--- config.mk ---
export PLATFORM = sky130hd
export DESIGN_NAME = sync_fifo_param
export DESIGN_NICKNAME = d
export VERILOG_FILES = /design/src/rtl/sync_fifo_param.sv
export SDC_FILE = /design/constraint.sdc
export NUM_CORES = 1
export LEC_CHECK = 0
export CAP_MARGIN = 20
export CORE_ASPECT_RATIO = 1.75
export CORE_MARGIN = 4
export CORE_UTILIZATION = 55
export DETAILED_ROUTE_END_ITERATION = 8
export GPL_TIMING_DRIVEN = 0
export HOLD_SLACK_MARGIN = 0.02
export PLACE_DENSITY = 0.74
export SLEW_MARGIN = 20
export SYNTH_ARGS = -nofsm -noshare
export SYNTH_HDL_FRONTEND = slang
export SYNTH_SLANG_ARGS = --single-unit
export TNS_END_PERCENT = 1
--- constraint.sdc ---
create_clock -name clk -period 3.1 [get_ports clk]
set_clock_uncertainty 0.15 [all_clocks]
set_input_delay 0.31 -clock clk [delete_from_list [all_inputs] [get_ports clk]]
set_output_delay 0.31 -clock clk [all_outputs]
set_load 0.005 [all_outputs]
--- src/rtl/sync_fifo_param.sv ---
`default_nettype none
// ============================================================================
// Module      : sync_fifo_param
// Description : Single-clock FIFO with selectable standard/FWFT read mode,
//               programmable almost-full/almost-empty thresholds and sticky
//               overflow/underflow error flags.
// Revision    : 1.0 - initial release
// ============================================================================
module sync_fifo_param #(
    parameter int DATA_W   = 8,
    parameter int DEPTH    = 16,
    parameter int FWFT     = 0,
    parameter int AF_LEVEL = 14,
    parameter int AE_LEVEL = 2
) (
    input  logic                     clk,
    input  logic                     rst,
    input  logic                     wr_en,
    input  logic [DATA_W-1:0]        wdata,
    input  logic                     rd_en,
    output logic [DATA_W-1:0]        rdata,
    output logic [$clog2(DEPTH):0]   fifo_counter,
    output logic                     full,
    output logic                     empty,
    output logic                     almost_full,
    output logic                     almost_empty,
    output logic                     overflow,
    output logic                     underflow,
    input  logic                     err_clr
);

    localparam int                 c_PTR_W = $clog2(DEPTH);
    localparam int                 c_CNT_W = c_PTR_W + 1;
    localparam logic [c_CNT_W-1:0] c_FULL  = c_CNT_W'(DEPTH);
    localparam logic [c_CNT_W-1:0] c_AF    = c_CNT_W'(AF_LEVEL);
    localparam logic [c_CNT_W-1:0] c_AE    = c_CNT_W'(AE_LEVEL);
    localparam logic [c_CNT_W-1:0] c_CNT_1 = c_CNT_W'(1);
    localparam logic [c_PTR_W-1:0] c_PTR_1 = c_PTR_W'(1);

    logic [DATA_W-1:0]  r_mem [DEPTH];
    logic [c_PTR_W-1:0] r_wr_ptr;
    logic [c_PTR_W-1:0] r_rd_ptr;
    logic [c_CNT_W-1:0] r_count;
    logic               r_overflow;
    logic               r_underflow;

    logic               w_full;
    logic               w_empty;
    logic               w_rd_acc;
    logic               w_wr_acc;

    // Status decodes from the registered count only, so no input reaches a flag
    assign w_full   = (r_count == c_FULL);
    assign w_empty  = (r_count == '0);

    // A write into a full FIFO is legal when a read frees a slot in the same cycle
    assign w_rd_acc = rd_en & ~w_empty;
    assign w_wr_acc = wr_en & (~w_full | w_rd_acc);

    // Storage is intentionally not reset
    always_ff @(posedge clk) begin
        if (w_wr_acc && !rst) begin
            r_mem[r_wr_ptr] <= wdata;
        end
    end

    always_ff @(posedge clk) begin
        if (rst) begin
            r_wr_ptr <= '0;
            r_rd_ptr <= '0;
            r_count  <= '0;
        end else begin
            if (w_wr_acc) begin
                r_wr_ptr <= r_wr_ptr + c_PTR_1;
            end
            if (w_rd_acc) begin
                r_rd_ptr <= r_rd_ptr + c_PTR_1;
            end
            case ({w_wr_acc, w_rd_acc})
                2'b10:   r_count <= r_count + c_CNT_1;
                2'b01:   r_count <= r_count - c_CNT_1;
                default: r_count <= r_count;
            endcase
        end
    end

    // Sticky errors: a new error in the clearing cycle keeps the flag set
    always_ff @(posedge clk) begin
        if (rst) begin
            r_overflow  <= 1'b0;
            r_underflow <= 1'b0;
        end else begin
            r_overflow  <= (wr_en & ~w_wr_acc) | (r_overflow  & ~err_clr);
            r_underflow <= (rd_en & ~w_rd_acc) | (r_underflow & ~err_clr);
        end
    end

    generate
        if (FWFT != 0) begin : g_fwft
            assign rdata = r_mem[r_rd_ptr];
        end else begin : g_std
            logic [DATA_W-1:0] r_rdata;

            always_ff @(posedge clk) begin
                if (rst) begin
                    r_rdata <= '0;
                end else if (w_rd_acc) begin
                    r_rdata <= r_mem[r_rd_ptr];
                end
            end

            assign rdata = r_rdata;
        end
    endgenerate

    assign fifo_counter = r_count;
    assign full         = w_full;
    assign empty        = w_empty;
    assign almost_full  = (r_count >= c_AF);
    assign almost_empty = (r_count <= c_AE);
    assign overflow     = r_overflow;
    assign underflow    = r_underflow;

endmodule
`default_nettype wire

==> results.sh <==
export IMPL_status="finished, final reports clean"
export IMPL_arrival_ns=3.16
export IMPL_fmax_ghz=0.3307
export IMPL_grt_max_degree=17
export IMPL_crit_type="flop to flop"
export IMPL_track_usage_pct=22.42
export IMPL_worstSkewPairLatency_ns=0.42
export IMPL_htree_levels=4
export IMPL_stdcell_count=575
export IMPL_yosysSeqAreaShare_pct=69.98
export IMPL_fin_area_um2=7202
export IMPL_finalCritPeriodShare_pct=97.53
export IMPL_ys_warn_count=0
export IMPL_worst_pin_slew_ns=0.8954
export IMPL_drt_iter0_drc=276
export IMPL_cp_start_kind="flop"
export IMPL_cp_slowest_cell="or4_1"
export IMPL_dp_hpwl_mm=9.144
export IMPL_vias=3476
export IMPL_path_buf_inv=2
export IMPL_clockPowerShare_pct=33.5
export IMPL_drive_above_1_share_pct=16.63
export IMPL_setup_tns_final_ns=0
export IMPL_drv_cap=0
export IMPL_p_per_area_nw_per_um2=765.8
export IMPL_p_int_uw=3988
export IMPL_drt_total_wl_mm=13.25
export IMPL_antenna_found_initial=0
export IMPL_swShare_pct=27.69
export IMPL_power_uw=5516
export IMPL_numClockSinks=151
export IMPL_nNetsFinal=454
export IMPL_reg2reg_depth=10
export IMPL_ys_flop_type="edfxtp_1"
export IMPL_syn_instance_count=379
export IMPL_syn_to_final_growth_pct=17.09
export IMPL_path_delay_family="compound AO/OA/AOI/OAI gates"
export IMPL_via_per_inst=6.045
export IMPL_grt_setup_unrepaired="false"
export IMPL_synth_area_per_cell_um2=16.23
export IMPL_drcViolationCount=0
export IMPL_root_buffer="clkbuf_16"
export IMPL_place_gp_congestion=0.7905
export IMPL_io_pins=32
export IMPL_layout_common_cells="128 x edfxtp_1, 36 x nor2_1, 36 x mux2i_1"
export IMPL_final_common_cell="edfxtp_1"
export IMPL_max_stage_delay_ns=0.55
export IMPL_net_switching_power_uw=1527
export IMPL_port_buffers=30
export IMPL_die_x_um=87.94
export IMPL_dp_cells=539
export IMPL_whs_ns=0.1591
export IMPL_fp_dieH_um=147.9
export IMPL_path_cells="or4_1 -> buf_6 -> o21ai_4 -> buf_6 -> nor2_2 -> fa_2 -> a21o_1 -> a2111o_1 -> o211ai_1 -> a31oi_1"
export IMPL_path_max_fanout=8
export IMPL_hold_violations=0
export IMPL_fp_dieArea_um2=13010
export IMPL_holdCritPathClass="input pin to flop"
export IMPL_postRouteAntennaNets=0
export IMPL_whs_path_depth=3
export IMPL_cpMostUsedCell="buf_6"
export IMPL_cp_end_kind="flop"
export IMPL_clk_pin_slew_worst_paths_ns=0.06
export IMPL_core_area_um2=10820
export IMPL_drv_slew=0
export IMPL_async_flop_share_pct=0
export IMPL_synth_seq_cells=151
export IMPL_wire_per_inst_um=23.05
export IMPL_required_ns=3.23
export IMPL_p_seq_share_pct=43.9
export IMPL_cts_tree="done"
export IMPL_placed_area_um2=6614
export IMPL_ir_drop_mv=0.6195
export IMPL_first_pass_iters=5
export IMPL_p_leak_uw=0.002342
export IMPL_num_rows=50
export IMPL_max_slew_margin_pct=40.09
export IMPL_comb_power_share_pct=22.6
export IMPL_cts_hold_fix_buffers=0
export IMPL_grt_ovfl_total=0
export IMPL_cts_buffer_depth=2
export IMPL_syn_nets=401
export IMPL_cts_buffers=17
export IMPL_initial_core_util_pct=56.83
export IMPL_grt_pass1_vias=3555
export IMPL_synth_edf_count=128
export IMPL_crit_cells=10
export IMPL_synth_area_um2=6151
export IMPL_period_needed_ns=3.024
export IMPL_synth_cell_types=44
export IMPL_grt_pass1_wl_mm=20.50
export IMPL_antenna_cells=0
export IMPL_setup_viol=0
[cell families after synthesis]
logic type / synth area share (%)
DFF: 69.98
xor gates and xnor gates: 0.7119
muxes: 13.12
adders and majority gates: 1.953
and+or+nand+nor: 7.160
AOI/OAI and AO/OA: 5.187
buffers and inverters: 1.892
[per-stage QoR]
step	setup slack, ns	util (%)
after floorplan	0.2080	-
after global placement	-0.1544	61.11
after detailed placement	-0.1842	61.11
after CTS	0.02304	66.19
after global routing	0.01078	66.54
final	0.07647	66.54
[metal layers]
| layer | wire length, um | track usage (%) | vias up |
|---|---|---|---|
| met2 | 7390 | 40.14 | 124 |
| met5 | 0 | 0 | - |
| met3 | 524 | 4.350 | 35 |
| met4 | 525 | 10.75 | 0 |
| met1 | 4812 | 24.75 | 1733 |
| li1 | - | - | 1584 |
[timing repair]
item	4_1_cts	5_1_grt
pin swaps	0	5
gates resized for setup	6	3
gates cloned	0	0
setup endpoints to repair	1	1
buffers inserted	0	4
[flip-flops by register name (all words and copies together) (netlist names)]
name,count
r_mem,128
underflow,1
r_wr_ptr,4
rdata,8
fifo_counter,5
overflow,1
r_rd_ptr,4
[cell usage after synthesis (3+ instances only)]
library cell,count,area share (%)
ha_1,8,1.6
clkbuf_1,4,0.24
nor2_1,37,2.3
buf_1,5,0.31
nand3_1,5,0.41
mux4_2,16,5.9
inv_1,5,0.31
edfxtp_1,128,62
or3_1,3,0.31
nor2b_1,6,0.61
dfxtp_1,23,7.5
mux2i_1,36,5.9
a22o_1,8,1.1
o22ai_1,16,1.6
nor4_1,10,1.0
xnor2_1,4,0.57
nand2b_1,6,0.61
nand2_1,9,0.55
a21oi_1,6,0.49
buf_2,9,0.73
nor3_1,8,0.65
[power by group through the flow]
stage	Combinational (uW)	Sequential [uW]	Clock, uW
final	1240	2420	1850
after global routing	1350	2440	1950
after CTS	1200	2430	1860
after detailed placement	1170	2460	0
after global placement	1150	2460	0
after floorplan	711	2440	0
[final timing paths]
check	start	endpoint	slack (ns)
setup reg to reg	fifo_counter[0]	fifo_counter[4]	0.08
hold / removal	wr_en	overflow	0.16
hold reg to reg	overflow	overflow	0.32
setup / recovery	fifo_counter[0]	fifo_counter[4]	0.08
[worst reg2reg max path, cell delays in order, from the launching register on]
cell and delay [ns]:
dfxtp_4 0.37, or4_1 0.55, buf_6 0.17, o21ai_4 0.19, buf_6 0.13, nor2_2 0.06
fa_2 0.41, a21o_1 0.23, a2111o_1 0.40, o211ai_1 0.13, a31oi_1 0.11
[final cells by class]
class	instances	area, um^2
repair buffers	34	330.3
inverters	5	18.77
multi-input cells	203	1750
flip-flops and latches	151	4309
clock inverters	14	100.1
fillers	748	3621
plain buffers	20	101.3
clock buffers	18	429.2
well taps	130	162.7
No activity file was read; power rests on OpenSTA's default activity.
